`config.mk`:
```
export PLATFORM = sky130hd
export DESIGN_NAME = reg_file_mp
export DESIGN_NICKNAME = d
export VERILOG_FILES = /design/src/rtl/reg_file_pkg.sv /design/src/rtl/reg_file_rd_port.sv /design/src/rtl/reg_file_mp.sv
export SDC_FILE = /design/constraint.sdc
export NUM_CORES = 1
export LEC_CHECK = 0
export BUFFER_PORTS_ARGS = -buffer_cell sky130_fd_sc_hd__buf_2
export CELL_PAD_IN_SITES_DETAIL_PLACEMENT = 1
export CELL_PAD_IN_SITES_GLOBAL_PLACEMENT = 1
export CORE_ASPECT_RATIO = 0.75
export CORE_UTILIZATION = 45
export DETAILED_ROUTE_END_ITERATION = 8
export GPL_TIMING_DRIVEN = 0
export PLACE_DENSITY = 0.85
export SLEW_MARGIN = 20
export SYNTH_ARGS = -nofsm -noshare
export SYNTH_HDL_FRONTEND = slang
export SYNTH_SLANG_ARGS = --single-unit
```
`constraint.sdc`:
```
create_clock -name clk -period 2 [get_ports clk]
set_input_delay 0.4 -clock clk [delete_from_list [all_inputs] [get_ports clk]]
set_output_delay 0.4 -clock clk [all_outputs]
set_load 0.02 [all_outputs]
```
`src/rtl/reg_file_pkg.sv`:
```
// Shared types and defaults for the multi-port register file.
// Optional build macro: REG_FILE_ZERO_REG_EN (register 0 hardwired to zero).
package reg_file_pkg;

  localparam int DEF_DATA_W = 8;
  localparam int DEF_ADDR_W = 4;
  localparam int DEF_NUM_RD = 2;

  typedef enum logic [1:0] {
    IDLE    = 2'd0,
    CLEAR   = 2'd1,
    DBG_ACK = 2'd2
  } state_e;

  function automatic int depth_of(input int addr_w);
    return 1 << addr_w;
  endfunction

endpackage

```
`src/rtl/reg_file_rd_port.sv`:
```
// One registered read port: takes the same-edge write value on an address hit,
// otherwise the stored value; holds while the CPU is paused.
module reg_file_rd_port #(
  parameter int DATA_W = 8,
  parameter int ADDR_W = 4
) (
  input  logic              clk,
  input  logic              rst_n,
  input  logic              hold,
  input  logic [ADDR_W-1:0] ra,
  input  logic [DATA_W-1:0] mem_rdata,
  input  logic              byp_en,
  input  logic [ADDR_W-1:0] byp_addr,
  input  logic [DATA_W-1:0] byp_data,
  output logic [DATA_W-1:0] rd_data
);

  logic [DATA_W-1:0] rd_data_q, rd_data_d;

  always_comb begin
    // NOTE: default first so every path assigns rd_data_d and no latch is inferred.
    rd_data_d = rd_data_q;
    if (!hold) begin
      if (byp_en && (byp_addr == ra)) rd_data_d = byp_data;
      else                            rd_data_d = mem_rdata;
    end
  end

  always_ff @(posedge clk or negedge rst_n) begin
    // NOTE: non-blocking assignments in clocked blocks keep all flops updating in parallel.
    if (!rst_n) rd_data_q <= '0;
    else        rd_data_q <= rd_data_d;
  end

  assign rd_data = rd_data_q;

endmodule

```
`src/rtl/reg_file_mp.sv`:
```
// Parametrised register file: NUM_RD registered read ports, one CPU write port,
// self-timed clear sequencer and a paused-only debug port. Macro: REG_FILE_ZERO_REG_EN.
module reg_file_mp
  import reg_file_pkg::*;
#(
  parameter int DATA_W = DEF_DATA_W,
  parameter int ADDR_W = DEF_ADDR_W,
  parameter int NUM_RD = DEF_NUM_RD
) (
  input  logic                     clk,
  input  logic                     rst_n,
  input  logic                     cpu_paused,
  input  logic                     we,
  input  logic [ADDR_W-1:0]        wa,
  input  logic [DATA_W-1:0]        wd,
  input  logic [NUM_RD*ADDR_W-1:0] ra,
  output logic [NUM_RD*DATA_W-1:0] rd_data,
  input  logic                     clr_start,
  output logic                     busy,
  input  logic                     dbg_req,
  input  logic                     dbg_we,
  input  logic [ADDR_W-1:0]        dbg_addr,
  input  logic [DATA_W-1:0]        dbg_wdata,
  output logic                     dbg_ack,
  output logic [DATA_W-1:0]        dbg_rdata
);

  localparam int              DEPTH   = depth_of(ADDR_W);
  localparam logic [ADDR_W:0] CLR_END = (ADDR_W+1)'(DEPTH);

  state_e            state_q, state_d;
  logic [ADDR_W:0]   clr_cnt_q, clr_cnt_d, clr_cnt_nxt;
  logic              busy_q, busy_d;
  logic              dbg_ack_q, dbg_ack_d;
  logic [DATA_W-1:0] dbg_rdata_q, dbg_rdata_d;
  logic [DATA_W-1:0] mem_q [DEPTH];
  logic [DATA_W-1:0] mem_d [DEPTH];

  logic              mem_we, cpu_wr;
  logic [ADDR_W-1:0] mem_wa;
  logic [DATA_W-1:0] mem_wdata;

  function automatic logic wr_allowed(input logic [ADDR_W-1:0] addr);
`ifdef REG_FILE_ZERO_REG_EN
    return addr != '0;
`else
    return addr == addr;
`endif
  endfunction

  // All writers share one memory port; the FSM state makes them mutually exclusive.
  always_comb begin
    state_d     = state_q;
    clr_cnt_d   = clr_cnt_q;
    clr_cnt_nxt = clr_cnt_q + 1'b1;
    dbg_ack_d   = 1'b0;
    dbg_rdata_d = dbg_rdata_q;
    mem_we      = 1'b0;
    mem_wa      = wa;
    mem_wdata   = wd;
    cpu_wr      = 1'b0;
    unique case (state_q)
      IDLE: begin
        if (clr_start) begin
          state_d   = CLEAR;
          clr_cnt_d = '0;
        end else if (cpu_paused && dbg_req) begin
          state_d     = DBG_ACK;
          dbg_ack_d   = 1'b1;
          dbg_rdata_d = mem_q[dbg_addr];
          mem_we      = dbg_we && wr_allowed(dbg_addr);
          mem_wa      = dbg_addr;
          mem_wdata   = dbg_wdata;
        end else if (we && !cpu_paused && wr_allowed(wa)) begin
          cpu_wr = 1'b1;
          mem_we = 1'b1;
        end
      end
      CLEAR: begin
        mem_we    = 1'b1;
        mem_wa    = clr_cnt_q[ADDR_W-1:0];
        mem_wdata = '0;
        if (clr_cnt_nxt == CLR_END) begin
          state_d   = IDLE;
          clr_cnt_d = '0;
        end else begin
          clr_cnt_d = clr_cnt_nxt;
        end
      end
      DBG_ACK: state_d = IDLE;
      default: state_d = IDLE;
    endcase
    busy_d = (state_d == CLEAR);
  end

  always_comb begin
    mem_d = mem_q;
    if (mem_we) mem_d[mem_wa] = mem_wdata;
`ifdef REG_FILE_ZERO_REG_EN
    mem_d[0] = '0;
`endif
  end

  always_ff @(posedge clk or negedge rst_n) begin
    if (!rst_n) begin
      state_q     <= IDLE;
      clr_cnt_q   <= '0;
      busy_q      <= 1'b0;
      dbg_ack_q   <= 1'b0;
      dbg_rdata_q <= '0;
      // NOTE: storage is reset here on purpose; the clear-on-reset behaviour is architectural.
      for (int i = 0; i < DEPTH; i++) mem_q[i] <= '0;
    end else begin
      state_q     <= state_d;
      clr_cnt_q   <= clr_cnt_d;
      busy_q      <= busy_d;
      dbg_ack_q   <= dbg_ack_d;
      dbg_rdata_q <= dbg_rdata_d;
      mem_q       <= mem_d;
    end
  end

  for (genvar k = 0; k < NUM_RD; k++) begin : g_rd
    logic [ADDR_W-1:0] ra_k;
    assign ra_k = ra[k*ADDR_W +: ADDR_W];

    reg_file_rd_port #(
      .DATA_W(DATA_W),
      .ADDR_W(ADDR_W)
    ) u_rd_port (
      .clk       (clk),
      .rst_n     (rst_n),
      .hold      (cpu_paused),
      .ra        (ra_k),
      .mem_rdata (mem_q[ra_k]),
      .byp_en    (cpu_wr),
      .byp_addr  (wa),
      .byp_data  (wd),
      .rd_data   (rd_data[k*DATA_W +: DATA_W])
    );
  end

  assign busy      = busy_q;
  assign dbg_ack   = dbg_ack_q;
  assign dbg_rdata = dbg_rdata_q;

endmodule

```
==> results of run 1 <==
==> power by group through the flow <==
stage	logic, mW	clock network, mW	registers [mW]
floorplan	4.73	0	5.41
global placement	6.11	0	5.44
detailed placement	6.44	0	5.70
CTS	7.70	3.25	5.70
global route	8.71	3.39	6.00
finish	8.44	3.27	5.88
==> how the worst min path moves through the flow <==
stage / cells after the start / startpoint / end / slack [ns]
3_5_place_dp: 1 / rst_n / busy$_DFF_PN0_ / 0.38
4_1_cts: 3 / wd[2] / g_rd[0].u_rd_port.rd_data[2]$_DFFE_PN0N_ / 0.21
5_1_grt: 3 / wd[6] / g_rd[1].u_rd_port.rd_data[6]$_DFFE_PN0N_ / 0.23
3_3_place_gp: 2 / dbg_rdata[7]$_DFFE_PN0P_ / dbg_rdata[7]$_DFFE_PN0P_ / 0.47
6_report: 3 / wd[6] / g_rd[1].u_rd_port.rd_data[6]$_DFFE_PN0N_ / 0.22
2_1_floorplan: 0 / rst_n / busy$_DFF_PN0_ / 0.10
==> layout by cell type, fill, tap and decap left out, types with 4 or more instances in the layout <==
cell type     n
dfrtp_1     160
mux2_4      124
mux4_2      120
buf_2        58
nand2_1      30
buf_4        23
inv_1        22
o21ai_0      19
a22oi_1      17
buf_6        17
clkbuf_16    17
clkbuf_2     14
buf_12       14
nor2_4       11
a22o_1        9
xnor2_1       8
nor2_8        7
clkbuf_1      7
mux2_2        6
clkinvlp_4    6
clkbuf_4      4
==> through the flow <==
step,cells,setup TNS [ns]
after detailed placement,978,-90.41
after global placement,977,-353.01
after CTS,1043,-33.36
after floorplan,636,-13.42
after global routing,1049,-48.03
final,1049,-46.72
==> metal layers <==
layer | share of wire | vias to the layer above | wire length (um)
met5 | 0.00047 | - | 17
met4 | 0.038 | 2 | 1360
met3 | 0.12 | 122 | 4210
met2 | 0.47 | 558 | 16800
met1 | 0.38 | 3876 | 13500
li1 | - | 2708 | -
==> flip-flops by register name, summed over array words and instances (netlist names) <==
register                flops
state_q                     2
clr_cnt_q                   5
mem_q                     128
busy                        1
dbg_rdata                   8
g_rd.u_rd_port.rd_data     16
dbg_ack                     1
==> kinds of logic (layout without fill, tap and decap cells) <==
group,count (synthesis),count (layout),share of synthesized area
adders and majority gates,1,1,0.00129
buffers and inverters,73,198,0.0329
DFF,161,161,0.416
AOI/OAI and AO/OA,61,61,0.0478
xor gates and xnor gates,8,8,0.00723
muxes,250,250,0.433
and+or+nand+nor,82,82,0.0621
==> timing repair <==
| action | in CTS | in global routing |
|---|---|---|
| setup endpoints to repair | 152 | 143 |
| buffers inserted | 33 | 12 |
| endpoints found under the hold margin | 63 | 0 |
| resized for setup | 101 | 46 |
| pin swaps | 19 | 23 |
| cloned | 1 | 0 |
| hold buffers | 1 | 0 |
==> tightest hold or removal path, delay by kind of cell <==
kind	cells	cell delay, ns
AO/OA/AOI/OAI	2	0.13
buffers and inverters	1	0.10
==> layout make-up <==
type | instances | area, sq um | area share
tap | 288 | 360 | 0.0298
multi-input combinational | 402 | 5890 | 0.488
timing repair buffer | 96 | 833 | 0.0690
clock inverter | 14 | 135 | 0.0112
sequential | 161 | 4030 | 0.334
inverter | 24 | 97.6 | 0.00808
buffer | 45 | 295 | 0.0244
clock buffer | 18 | 429 | 0.0355
timing repair inverter | 1 | 6.26 | 0.000518
==> run summary, run 1 <==
GRT met3 Usage = 0.131
I/O Pins = 65
CP max stage cell = a32oi_4
gpl congestion = 0.932
global routing met2 resource utilization = 0.519
Post-layout nets = 788
M1 GR Usage = 0.432
Worst Setup Start Kind = register
CP Cell Sequence = nor3_4 -> buf_6 -> nand4_1 -> a32oi_4 -> buf_6 -> nand2_8 -> nor2_4 -> buf_12 -> mux2_4
Max-Cap Viols = 0
R2R Setup Slk = -0.46 ns
Antenna diodes = 0
status = finished, violations left
RSZ-0062 raised after global routing = yes
Synth Cell Area = 9690 sq um
clock-pin slew on the worst setup and hold paths = 0.07 ns
P&R area growth vs syn = 24.7%
Worst Skew = 0.00825 ns
share of power burned in combinational logic = 0.480
PnR worst setup slack = -0.461 ns
Port Buffer Count = 53
worst endpoint data arrival time = 2.79 ns
WP data required = 2.33 ns
Worst Setup End Kind = register
Tcrit/Tclk final = 1.23
initial antenna violation count = 2
final period demand of the worst path = 2.46 ns
post-route cell area = 12100 sq um
Final Util = 0.572
sequential fraction of the synthesis area = 0.416
failing checks = setup timing
Sw Ratio = 0.388
grt peak-use layer = met2
Root Buffer = clkbuf_16
P_sw = 6.83 mW
H-Tree Depth = 4
min-delay worst type = primary input to register
Worst-Margin Slew = 0.886 ns
largest net degree at the start of global routing = 99
family with the most delay on the worst path = simple AND/OR/NAND/NOR gates
Initial Util = 0.459
die area = 22100 sq um
# clock sinks = 161
top cells by count, synth = 161 x dfrtp_1, 120 x mux4_2, 119 x mux2_2
count leader, synth = dfrtp_1
1st-pass router iterations = 7
synth top area cells = dfrtp_1 42%, mux4_2 28%, mux2_2 14%, nor2_8 1.4%, a22oi_1 1.3%
Syn. warnings = 0
Slew headroom = 0.410
Yosys top cell area share = 0.416
CTS tree = built
worst r2r dst = mem_q[118]$_DFFE_PN0P_
RR Startpoint = state_q[0]$_DFF_PN0_
Post-DP HPWL = 22100 um
Post-synth ARST share = 1.00
Seq cells post-synth = 161
mean number of vias per cell = 6.93
Antenna Nets Post-Route = 0
Total Routing Usage GR = 0.338
fmax = 406 MHz
DR vias = 7266
synth unique cells = 45
crit-path max FO = 8
fillers = 1952
sequential share of power = 0.334
clock network power share = 0.186
DRT iter0 DRCs = 841
Post-Place Worst Slack = -0.761 ns
P_int = 10.8 mW
LEAKAGE = 5.33 nW
final hold vios = 0
Pwr Total = 17.6 mW
PD cells = 1460 nW/um^2
wire length per cell = 34.3 um
Peak VDD IR = 0.000816 V
commonest register cell after synthesis = dfrtp_1
CP dominant cell by count = buf_6
Clock Tree Buf Depth = 2
post-synth top area cell = dfrtp_1
GR Overflow Total = 0
vias in the first global route = 7675
Reg2Reg Depth = 9
core area = 21100 sq um
WL final = 35900 um
crit path from = state_q[0]$_DFF_PN0_
WS Path Type = register to register
Gate Count Post-Synth = 636
slowest cell delay on critical path = 0.45 ns
final setup fails = 137
Worst path depth = 9
Post-Syn Area per Cell = 15.2 sq um
CP Capture Point = mem_q[118]$_DFFE_PN0P_
post-synthesis net count = 676
Core Rows = 46
WHS = 0.220 ns
dpl cell area = 10600 sq um
Skew-Pair Late Insertion Delay = 0.45 ns
DRC = 0
Post-synth EDFFs = 0
Max Slew Vio Count = 0
first-pass GRT wire length = 52700 um
total CTS buffers = 17
Die Wd = 171 um
Buf/Inv on CP = 3
layout cell share with drive strength beyond 1 = 0.607
height of the chip = 129 um
(Power assumes the default switching activity.)
==> inputs of run 2 (changes only) <==
- REMOVE_ABC_BUFFERS: default -> 1
==> run 2 against run 1 <==
Register-to-register slack barely moved; the run still ends with setup timing left; flip-flop and latch count unchanged; combinational power down 6.0%; clock-buffer cell count up 2; largest cell class unchanged; via count shrank 6.9%; worst setup slack is essentially flat.
==> run summary, run 2 (synthesis gave the netlist of run 1 again) <==
status = finished, violations left
failing checks = setup timing
CTS tree = built
Sw Ratio = 0.371
Peak VDD IR = 0.000673 V
die area = 22100 sq um
P_sw = 6.32 mW
wire length per cell = 32.4 um
# clock sinks = 161
worst endpoint data arrival time = 2.78 ns
PD cells = 1430 nW/um^2
vias in the first global route = 7353
DRC = 0
final setup fails = 128
LEAKAGE = 5.25 nW
sequential share of power = 0.339
family with the most delay on the worst path = simple AND/OR/NAND/NOR gates
Slew headroom = 0.506
largest net degree at the start of global routing = 92
Top reg by flops = mem_q
P&R area growth vs syn = 23.2%
RSZ-0062 raised after global routing = yes
Clock Tree Buf Depth = 2
max reg flops = 128
DRT iter0 DRCs = 606
Root Buffer = clkbuf_16
WP data required = 2.32 ns
Antenna Nets Post-Route = 0
core area = 21100 sq um
min-delay worst type = primary input to register
most common cell after layout, fill and taps aside = dfrtp_1
first-pass GRT wire length = 49500 um
CP max stage cell = dfrtp_2
gpl congestion = 0.827
Total Routing Usage GR = 0.319
multi-input logic area = 5850 sq um
final hold vios = 0
Max-Cap Viols = 0
height of the chip = 129 um
fillers = 1947
mean number of vias per cell = 6.60
slowest cell delay on critical path = 0.46 ns
Die Wd = 171 um
total CTS buffers = 17
clock-pin slew on the worst setup and hold paths = 0.07 ns
Port Buffer Count = 64
placed cell count = 940
Worst-Margin Slew = 0.740 ns
Worst Setup End Kind = register
initial antenna violation count = 0
CP Cell Sequence = nor3_4 -> buf_4 -> nand4_1 -> a32oi_2 -> buf_6 -> nand2_4 -> nor2_4 -> buf_12 -> mux2_2
layout cell share with drive strength beyond 1 = 0.612
FF+latch area = 4030 sq um
Buf/Inv on CP = 3
GR Overflow Total = 0
Worst Skew = 0.00727 ns
WL final = 33200 um
Max Slew Vio Count = 0
fmax = 406 MHz
Post-layout nets = 765
most frequent cells in the layout = 159 x dfrtp_1, 120 x mux4_2, 112 x mux2_4
clock network power share = 0.196
WS Path Type = register to register
PnR worst setup slack = -0.461 ns
Initial Util = 0.459
share of power burned in combinational logic = 0.465
H-Tree Depth = 4
crit-path max FO = 5
Worst Setup Start Kind = register
P_int = 10.7 mW
Post-Layout Cell Count = 1025
I/O Pins = 65
Skew-Pair Late Insertion Delay = 0.44 ns
DR vias = 6763
final period demand of the worst path = 2.46 ns
1st-pass router iterations = 5
Core Rows = 46
Tcrit/Tclk final = 1.23
Post-Place Worst Slack = -1.44 ns
Antenna diodes = 0
Post-DP HPWL = 18400 um
==> run 2: cell types whose count changed in the layout (fill, tap and decap cells not counted), moves of 3 or more <==
| cell | before | now |
|---|---|---|
| clkbuf_1 | 7 | 2 |
| a22o_2 | 1 | 8 |
| clkbuf_2 | 14 | 0 |
| clkinvlp_4 | 6 | 3 |
| clkbuf_4 | 4 | 0 |
| buf_6 | 17 | 11 |
| mux2_2 | 6 | 18 |
| mux2_4 | 124 | 112 |
| buf_4 | 23 | 33 |
| a22o_1 | 9 | 2 |
==> run 2: final timing paths <==
check                                               from                                  endpoint  slack (ns)  cells past startpoint
max in group asynchronous                          rst_n                      mem_q[1]$_DFFE_PN0P_        0.57                      3
worst max register to register      state_q[1]$_DFF_PN0_                    mem_q[107]$_DFFE_PN0P_       -0.46                      9
min in group asynchronous                          rst_n                         dbg_ack$_DFF_PN0_        0.55                      2
worst min register to register  dbg_rdata[3]$_DFFE_PN0P_                  dbg_rdata[3]$_DFFE_PN0P_        0.48                      2
worst max-delay path                state_q[1]$_DFF_PN0_                    mem_q[107]$_DFFE_PN0P_       -0.46                      9
worst min-delay path                               wd[4]  g_rd[0].u_rd_port.rd_data[4]$_DFFE_PN0N_        0.23                      3
==> run 2: power groups by stage <==
stage / logic [mW] / clock network [mW] / registers [mW]
floorplan: 4.23 / 0 / 5.41
global placement: 5.57 / 0 / 5.40
detailed placement: 5.85 / 0 / 5.67
CTS: 7.48 / 3.31 / 5.66
global route: 8.24 / 3.46 / 5.92
finish: 7.93 / 3.33 / 5.78
==> run 2: metal layers <==
layer / vias up / share of wire / track usage
met3: 86 / 0.076 / 0.0864
met4: 0 / 0.038 / 0.130
li1: 2658 / - / -
met5: - / 0 / 0
met1: 3695 / 0.38 / 0.394
met2: 324 / 0.50 / 0.534
==> run 2: what timing repair did <==
item | CTS | global route
resized for setup | 151 | 8
pin swaps | 29 | 27
setup buffers | 41 | 12
endpoints found under the hold margin | 70 | 0
endpoints found under the setup margin | 153 | 151
hold buffers | 1 | 0
==> run 2: worst min-delay path: cells and delay by family <==
family	cells	cell delay, ns
AOI/OAI and AO/OA	2	0.13
buffers and inverters	1	0.10
==> run 2: per-stage QoR <==
step | TNS [ns] | power (mW) | area [sq um] | hold WS (ns) | util
6_report | -48.58 | 17.0 | 11900 | 0.228 | 0.565
4_1_cts | -31.25 | 16.5 | 11800 | 0.222 | 0.559
3_3_place_gp | -456.69 | 11.0 | 10100 | 0.453 | 0.480
2_1_floorplan | -33.09 | 9.64 | 9460 | 0.104 | -
3_5_place_dp | -180.09 | 11.5 | 10200 | 0.411 | 0.482
5_1_grt | -50.70 | 17.6 | 11900 | 0.241 | 0.565
==> run 2: cell type report <==
cell class / count / share of cell area
clock inverters: 11 / 0.0110
repair buffers: 119 / 0.0854
well taps: 288 / 0.0302
flip-flops and latches: 161 / 0.338
inverters: 24 / 0.00859
multi-input cells: 402 / 0.490
clock buffers: 20 / 0.0374
